===== src/rtl/ctrl_pkt_gen.sv =====
// ctrl_pkt_gen: queues table-write commands and emits them as 2-beat control packets
// (header, payload) with a fixed idle gap after each packet.
module ctrl_pkt_gen #(
   parameter int         C_S_AXIS_DATA_WIDTH  = 512,
   parameter int         C_S_AXIS_TUSER_WIDTH = 128,
   parameter logic [7:0] MAGIC                = 8'hf1,
   parameter int         FIFO_DEPTH_BITS      = 2,
   parameter int         GAP_CYCLES           = 2
) (
   input  logic                               axis_clk,
   input  logic                               aresetn,
   input  logic                               cmd_valid,
   output logic                               cmd_ready,
   input  logic [4:0]                         cmd_stage_id,
   input  logic [2:0]                         cmd_resource_id,
   input  logic [7:0]                         cmd_index,
   input  logic [C_S_AXIS_DATA_WIDTH-1:0]     cmd_data,
   output logic [C_S_AXIS_DATA_WIDTH-1:0]     c_m_axis_tdata,
   output logic [C_S_AXIS_TUSER_WIDTH-1:0]    c_m_axis_tuser,
   output logic [C_S_AXIS_DATA_WIDTH/8-1:0]   c_m_axis_tkeep,
   output logic                               c_m_axis_tvalid,
   output logic                               c_m_axis_tlast,
   output logic [31:0]                        pkt_count,
   output logic                               busy
);
   localparam int DEPTH = 1 << FIFO_DEPTH_BITS;
   localparam int EW = 16 + C_S_AXIS_DATA_WIDTH;
   typedef enum logic [1:0] {IDLE, HDR, PLD, GAP} state_t;
   state_t state, state_d;
   logic [EW-1:0] mem [DEPTH];
   logic [EW-1:0] head;
   logic [FIFO_DEPTH_BITS-1:0] wr_ptr, rd_ptr;
   logic [FIFO_DEPTH_BITS:0] occ;
   logic [7:0] seq, seq_d;
   logic [31:0] cnt_d;
   logic [3:0] gap_cnt, gap_d;
   logic full, empty, push, pop;
   logic [C_S_AXIS_DATA_WIDTH-1:0] tdata_d;
   logic [C_S_AXIS_TUSER_WIDTH-1:0] tuser_d;
   logic [C_S_AXIS_DATA_WIDTH/8-1:0] tkeep_d;
   logic tvalid_d, tlast_d;
   assign full = occ == (FIFO_DEPTH_BITS+1)'(DEPTH);
   assign empty = occ == '0;
   assign cmd_ready = aresetn & ~full;
   assign push = cmd_valid & cmd_ready;
   assign pop = state == HDR;
   assign head = mem[rd_ptr];
   assign busy = state != IDLE || !empty;
   // Entry layout {stage, resource, index, data}: top byte maps straight into header byte 1.
   always_comb begin
      state_d = state;
      gap_d = gap_cnt;
      seq_d = seq;
      cnt_d = pkt_count;
      tvalid_d = 1'b0;
      tlast_d = 1'b0;
      tkeep_d = '0;
      tdata_d = '0;
      tuser_d = '0;
      if (state == HDR) begin
         state_d = PLD;
         tvalid_d = 1'b1;
         tlast_d = 1'b1;
         tkeep_d = '1;
         tdata_d = head[C_S_AXIS_DATA_WIDTH-1:0];
         seq_d = seq + 8'd1;
         cnt_d = pkt_count + 32'd1;
      end else if (state == PLD && GAP_CYCLES != 0) begin
         state_d = GAP;
         gap_d = 4'(GAP_CYCLES);
      end else if (state == GAP && gap_cnt != 4'd1) begin
         gap_d = gap_cnt - 4'd1;
      end else if (!empty) begin
         state_d = HDR;
         tvalid_d = 1'b1;
         tkeep_d = '1;
         tdata_d[31:0] = {seq, head[EW-9 -: 8], head[EW-1 -: 8], MAGIC};
         tuser_d[15:0] = 16'd128;
      end else begin
         state_d = IDLE;
      end
   end
   always_ff @(posedge axis_clk) begin
      if (push) mem[wr_ptr] <= {cmd_stage_id, cmd_resource_id, cmd_index, cmd_data};
   end
   always_ff @(posedge axis_clk) begin
      if (!aresetn) begin
         state <= IDLE;
         gap_cnt <= '0;
         seq <= '0;
         pkt_count <= '0;
         wr_ptr <= '0;
         rd_ptr <= '0;
         occ <= '0;
         c_m_axis_tdata <= '0;
         c_m_axis_tuser <= '0;
         c_m_axis_tkeep <= '0;
         c_m_axis_tvalid <= 1'b0;
         c_m_axis_tlast <= 1'b0;
      end else begin
         state <= state_d;
         gap_cnt <= gap_d;
         seq <= seq_d;
         pkt_count <= cnt_d;
         wr_ptr <= wr_ptr + FIFO_DEPTH_BITS'(push);
         rd_ptr <= rd_ptr + FIFO_DEPTH_BITS'(pop);
         occ <= occ + (FIFO_DEPTH_BITS+1)'(push) - (FIFO_DEPTH_BITS+1)'(pop);
         c_m_axis_tdata <= tdata_d;
         c_m_axis_tuser <= tuser_d;
         c_m_axis_tkeep <= tkeep_d;
         c_m_axis_tvalid <= tvalid_d;
         c_m_axis_tlast <= tlast_d;
      end
   end
endmodule

===== config.mk =====
export PLATFORM = sky130hd
export DESIGN_NAME = ctrl_pkt_gen
export DESIGN_NICKNAME = d
export VERILOG_FILES = /design/src/rtl/ctrl_pkt_gen.sv
export SDC_FILE = /design/constraint.sdc
export NUM_CORES = 2
export LEC_CHECK = 0
export CAP_MARGIN = 20
export CORE_AREA = 5 5 494 496
export CTS_BUF_LIST = sky130_fd_sc_hd__clkbuf_8
export CTS_CLUSTER_DIAMETER = 30
export DETAILED_ROUTE_END_ITERATION = 8
export DIE_AREA = 0 0 499 501
export SYNTH_ARGS = -nofsm -noshare
export SYNTH_HDL_FRONTEND = slang
export SYNTH_SLANG_ARGS = --single-unit

===== constraint.sdc =====
create_clock -name axis_clk -period 49.4 [get_ports axis_clk]
set_input_delay 9.88 -clock axis_clk [delete_from_list [all_inputs] [get_ports axis_clk]]
set_output_delay 9.88 -clock axis_clk [all_outputs]
set_load 0.01 [all_outputs]

-- Word-level counts from Yosys, hierarchy flattened
Memories as Yosys holds them, arrays and structs flattened. A register that Yosys moved wholly into a read port is not among the register bits.
Cells that the tools add are included.
- logic and storage cells: 68
- bits of input ports: 531
- RAM bits: 2112
- memories: 1
- bits in registers: 759
- add/subtract/negate cells: 7
- bitwise operators: 5
- reduce and logical (&&, ||, !) cells: 10
- equal/unequal tests: 7
- muxes and demuxes: 23
- memory list (name ; words ; bits a word ; read ports ; clocked after memory_dff ; wr ports ; line ; source):
    mem ; 4 ; 528 ; 1 ; 1 ; 1 ; 30 ; logic [EW-1:0] mem [DEPTH];
- operators by type and width (operator ; count):
    2-to-1 mux 64 bit ; 4
    2-to-1 mux 32 bit ; 4
    adder 32 x 1 -> 32 bit, second input constant ; 1
    adder 8 x 1 -> 8 bit, second input constant ; 1
    2-to-1 mux 1 bit ; 8
    2-to-1 mux 2 bit ; 4
    2-to-1 mux 4 bit ; 2
    2-to-1 mux 8 bit ; 1
    adder 2 x 1 -> 2 bit ; 2
    == test 2 bit, second input constant ; 2
    != test 4 x 1 -> 1 bit, second input constant ; 1
    AND reduction 2 bit ; 2
    nonzero test 2 bit ; 2
    OR reduction 4 bit ; 1
    subtractor 4 x 1 -> 4 bit, second input constant ; 1
    adder 3 x 1 -> 3 bit ; 1
    == test 3 bit, second input constant ; 1
    logical NOT 3 bit ; 1
    != test 3 bit, second input constant ; 1
    NOT 1 bit ; 3
    subtractor 3 x 1 -> 3 bit ; 1
    AND 1 bit ; 2
    == test 2 x 1 -> 1 bit, second input constant ; 1
    != test 2 bit, second input constant ; 1
    4 further kinds ; 4

-- Longest topological paths before layout
- word-level depth: 6
- gate-level depth with buffers: 11
- depth with buffers taken out: 11

-- Worst setup path after synthesis
No wires, ideal clock.
- path kind: input port to flip-flop
- from: input port aresetn
- to: memory mem[1][0] in the netlist's numbering (enable)
- path buffers: 0
- data arrival time: 48569 ps
- slack: -1345 ps
- stages on the path: 4
- cell sequence: clkinv_1 -> a21oi_1 -> nand2_1 -> nor3b_1
- word-level cells in the longest chain between the ends: 4
- ends and longest elaborated chain (what ; line ; source):
    start: declaration ; 11 ; input logic aresetn,
    AND 1 bit ; 44 ; assign cmd_ready = aresetn & ~full;
    named net cmd_ready ; 13 ; output logic cmd_ready,
    AND 1 bit ; 45 ; assign push = cmd_valid & cmd_ready;
    2-to-1 mux 1 bit ; 84 ; if (push) mem[wr_ptr] <= {cmd_stage_id, cmd_resource_id, cmd_index, cmd_data};
    2-to-1 mux 1 bit (implied by the code) ; 84 ;
    end: declaration ; 30 ;
The timed path passes the listed nets, and every way through them passes these cells.

-- Worst setup path in the final report
- from: input port aresetn
- to: output port cmd_ready
- word-level cells in the longest chain between the ends: 1
- ends and longest elaborated chain (what ; line):
    AND 1 bit ; 44
    end: declaration ; 13
No other way between the ends.

==> impl_results.md <==
* Outcome: completed
* Gr usage total at between 15 and 20%
* Initial DRC Count at roughly 2.8k
* Min cycle time layout at ~22 ns
* Synth Register Bits at around 2.7k
* 1st-pass router iterations at 5
* Share of the yosys chip area belonging to registers at 79.8%
* DRC viols at 0
* Min-delay worst type: reg -> reg
* Vias in the first global route at between 40k and 50k
* Num rows at between 150 and 200
* Setup violators final at 0
* Total die area at roughly 0.25 mm^2
* GP Congestion at roughly 0.75
* Top FF cell, synth: edfxtp_1
* First-pass GRT wire length at 336,000 um
* # Post-CTS Setup Buffers at 0
* Initial Util at around two fifths
* Clk buf depth at 4
* Post-DR vias/cell at just under 5
* Fmax at between 40 and 50 MHz
* Final Power at 5.96 mW
* Die width at 499 um
* Worst setup SP type: input port
* Final hold slack at 0.488 ns
* Final WL at between 200,000 and 250,000 um
* CTS tree: yes
* Period utilization at approximately 44%
* Syn-to-layout area delta at 27.4%
* Reg clk slew, reported paths at ~0.040 ns
* Buffers added on ports at roughly 1.1k
* # nets final at between 6k and 7k
* Synth cell types at 43
* WS Path Type: in -> out
* Fraction of layout cells with a size suffix above 1 at ~22%
* P per Cell Area at around 50 mW/mm^2
* Initial antenna violation count at around 110
* Synth async-reset ratio at 0%
* Synth warn at 0
* WP data arrival at 12.00 ns
* Worst-case vdd ir drop at 0.0000299 V
* Clock skew at between 0.1 and 0.15 ns
* Met3 Wirelength at approximately 21,000 um
* WL/cell at 24.9 um
* Vias after detailed routing at between 40k and 50k
* Storage element area at 0.0748 mm^2
* LEAKAGE at about 40 nW
* Rel. slew slack at 21.0%
* # IOs at 1,271
* Post-Syn Instances at approximately 4.3k
* DP HPWL at around 150,000 um
* Avg Inst Size Synth at around 22 um^2
* Final Max Slew Viols at 0
* Remaining antenna violation count at 0
* Area contributors post-synth: edfxtp_1 68%, mux4_2 13%, dfxtp_1 12%
* H-Tree Depth at 6
* Dpl cell area at 0.108 mm^2
* Share of the synthesized area in the top cell type at 67.7%
* Max cap viols at 0
* Req. time, crit path at between 30 and 40 ns
* RSZ-0062 raised after global routing: false
* Die Ht at about 500 um
* TNS Setup at 0 ns
* Most frequent cell after synthesis: edfxtp_1
* Mapped Area at approximately 0.094 mm^2
* Post-synth top area cell: edfxtp_1
* Sink Count at roughly 2.7k
* Met2 Routed Length at approximately 120,000 um
* PostCTS Resize Cnt at 0
* Largest net degree at the start of global routing at ~130
* Met1 wire length at roughly 90,000 um
* Fillers at ~20k
* FF-to-FF setup slack at 42.25 ns
* Hold Buf Count CTS at 0
* Top cells by count, synth: 2,112 x edfxtp_1, 568 x dfxtp_1, 528 x mux4_2
* Num CTS Buffers at approximately 550
* Worst Setup End Kind: primary output
* Worst-Margin Slew at about 1.2 ns
* Critical path peak fanout at between 50 and 60
* Area of the core at ~0.24 mm^2
* Final Hold Viols at 0
* Root buffer cell: clkbuf_8
* Post-synth EDFFs at approximately 2.1k
* GRT overflow at 0
* Clock Latency Late Sink at ~1.0 ns
* Max layer used: met5
* Area taken by multi-input logic gates at roughly 0.017 mm^2
* Finished Core Util at approximately half
* Fin area at between 0.1 and 0.15 mm^2
## path summary, 6_finish.rpt
| check | from | end | cells after the start |
|---|---|---|---|
| setup reg to reg | rd_ptr[0]$_SDFF_PN0_ | c_m_axis_tdata[160]$_SDFF_PN0_ | 9 |
| hold reg to reg | seq[7]$_SDFFE_PN0P_ | seq[7]$_SDFFE_PN0P_ | 2 |
| setup / recovery | aresetn | cmd_ready | 5 |
| hold / removal | seq[7]$_SDFFE_PN0P_ | seq[7]$_SDFFE_PN0P_ | 2 |
## layout make-up
cell class | count | share of cell area, %
Antenna cell | 25 | 0.0524
Clock buffer | 596 | 6.87
Clock inverter | 381 | 2.66
Inverter | 16 | 0.0503
Multi-Input combinational cell | 1384 | 14.3
Sequential cell | 2680 | 62.6
Tap cell | 3185 | 3.34
Timing Repair Buffer | 1209 | 10.1
## layout by cell type (no fill, tap or decap), types with 3 or more instances in the layout
cell type           n
nor2_1             26
bufinv_16          47
nand4_1            10
nand3_1            15
clkinvlp_4         35
and4_1              4
a22o_1             23
inv_12              5
a21oi_1            31
inv_6              10
nor3_1              3
or4_1              13
o21ai_0            14
clkinv_2           87
inv_1             147
buf_4              57
clkdlybuf4s50_1  1143
edfxtp_1         2112
dfxtp_1           565
xnor2_1            10
or3_1              10
clkbuf_8          596
and3_1              5
clkinv_1           44
clkinv_4           12
ha_1               12
buf_12              9
o31ai_1            13
nand2_1            15
xor2_1             11
mux4_2            528
diode_2            25
and2_1            488
clkinv_8            5
conb_1            127
inv_8               5
## metal layers
metal | track usage (%) | vias to the layer above
met3 | 7.33 | 503
met4 | 5.29 | 72
li1 | - | 20021
met5 | 0 | -
met1 | 21.7 | 23644
met2 | 31.3 | 1666
## power breakdown
part / total, mW / switching, mW / internal [mW]
logic: 0.984 / 0.467 / 0.517
clock network: 2.34 / 0.963 / 1.37
registers: 2.64 / 0.0582 / 2.58
total: 5.96 / 1.49 / 4.47
## registers in the layout, indices dropped and copies added, names as in the netlist, 2 cells and up
| name | count |
|---|---|
| wr_ptr | 2 |
| state | 2 |
| gap_cnt | 4 |
| rd_ptr | 2 |
| seq | 8 |
| occ | 3 |
| mem | 2112 |
| c_m_axis_tdata | 512 |
| pkt_count | 32 |
## logic make-up after synthesis
group                    Yosys count  share of synthesized area (%)
AO/OA/AOI/OAI                     87                          0.605
XOR/XNOR                          21                          0.196
adder cells (fa/ha/maj)           13                          0.182
buffers and inverters            403                           2.50
flip-flops                      2680                           79.8
multiplexers                     530                           12.7
other                              1                        0.00400
AND/OR/NAND/NOR                  606                           3.98
## worst max-delay path, stage by stage
cell             delay [ns]
clkdlybuf4s50_1        0.68
clkinv_1               0.14
buf_4                  0.32
a21oi_1                0.35
clkdlybuf4s50_1        0.61
## through the flow
stage               cells  worst slack [ns]
finish               9476             27.52
detailed placement   8473             27.46
global route         9457             27.41
global placement     8473             27.39
floorplan            4467              1.39
CTS                  9450             27.46
Note: power is estimated with default switching activity, not from simulation.
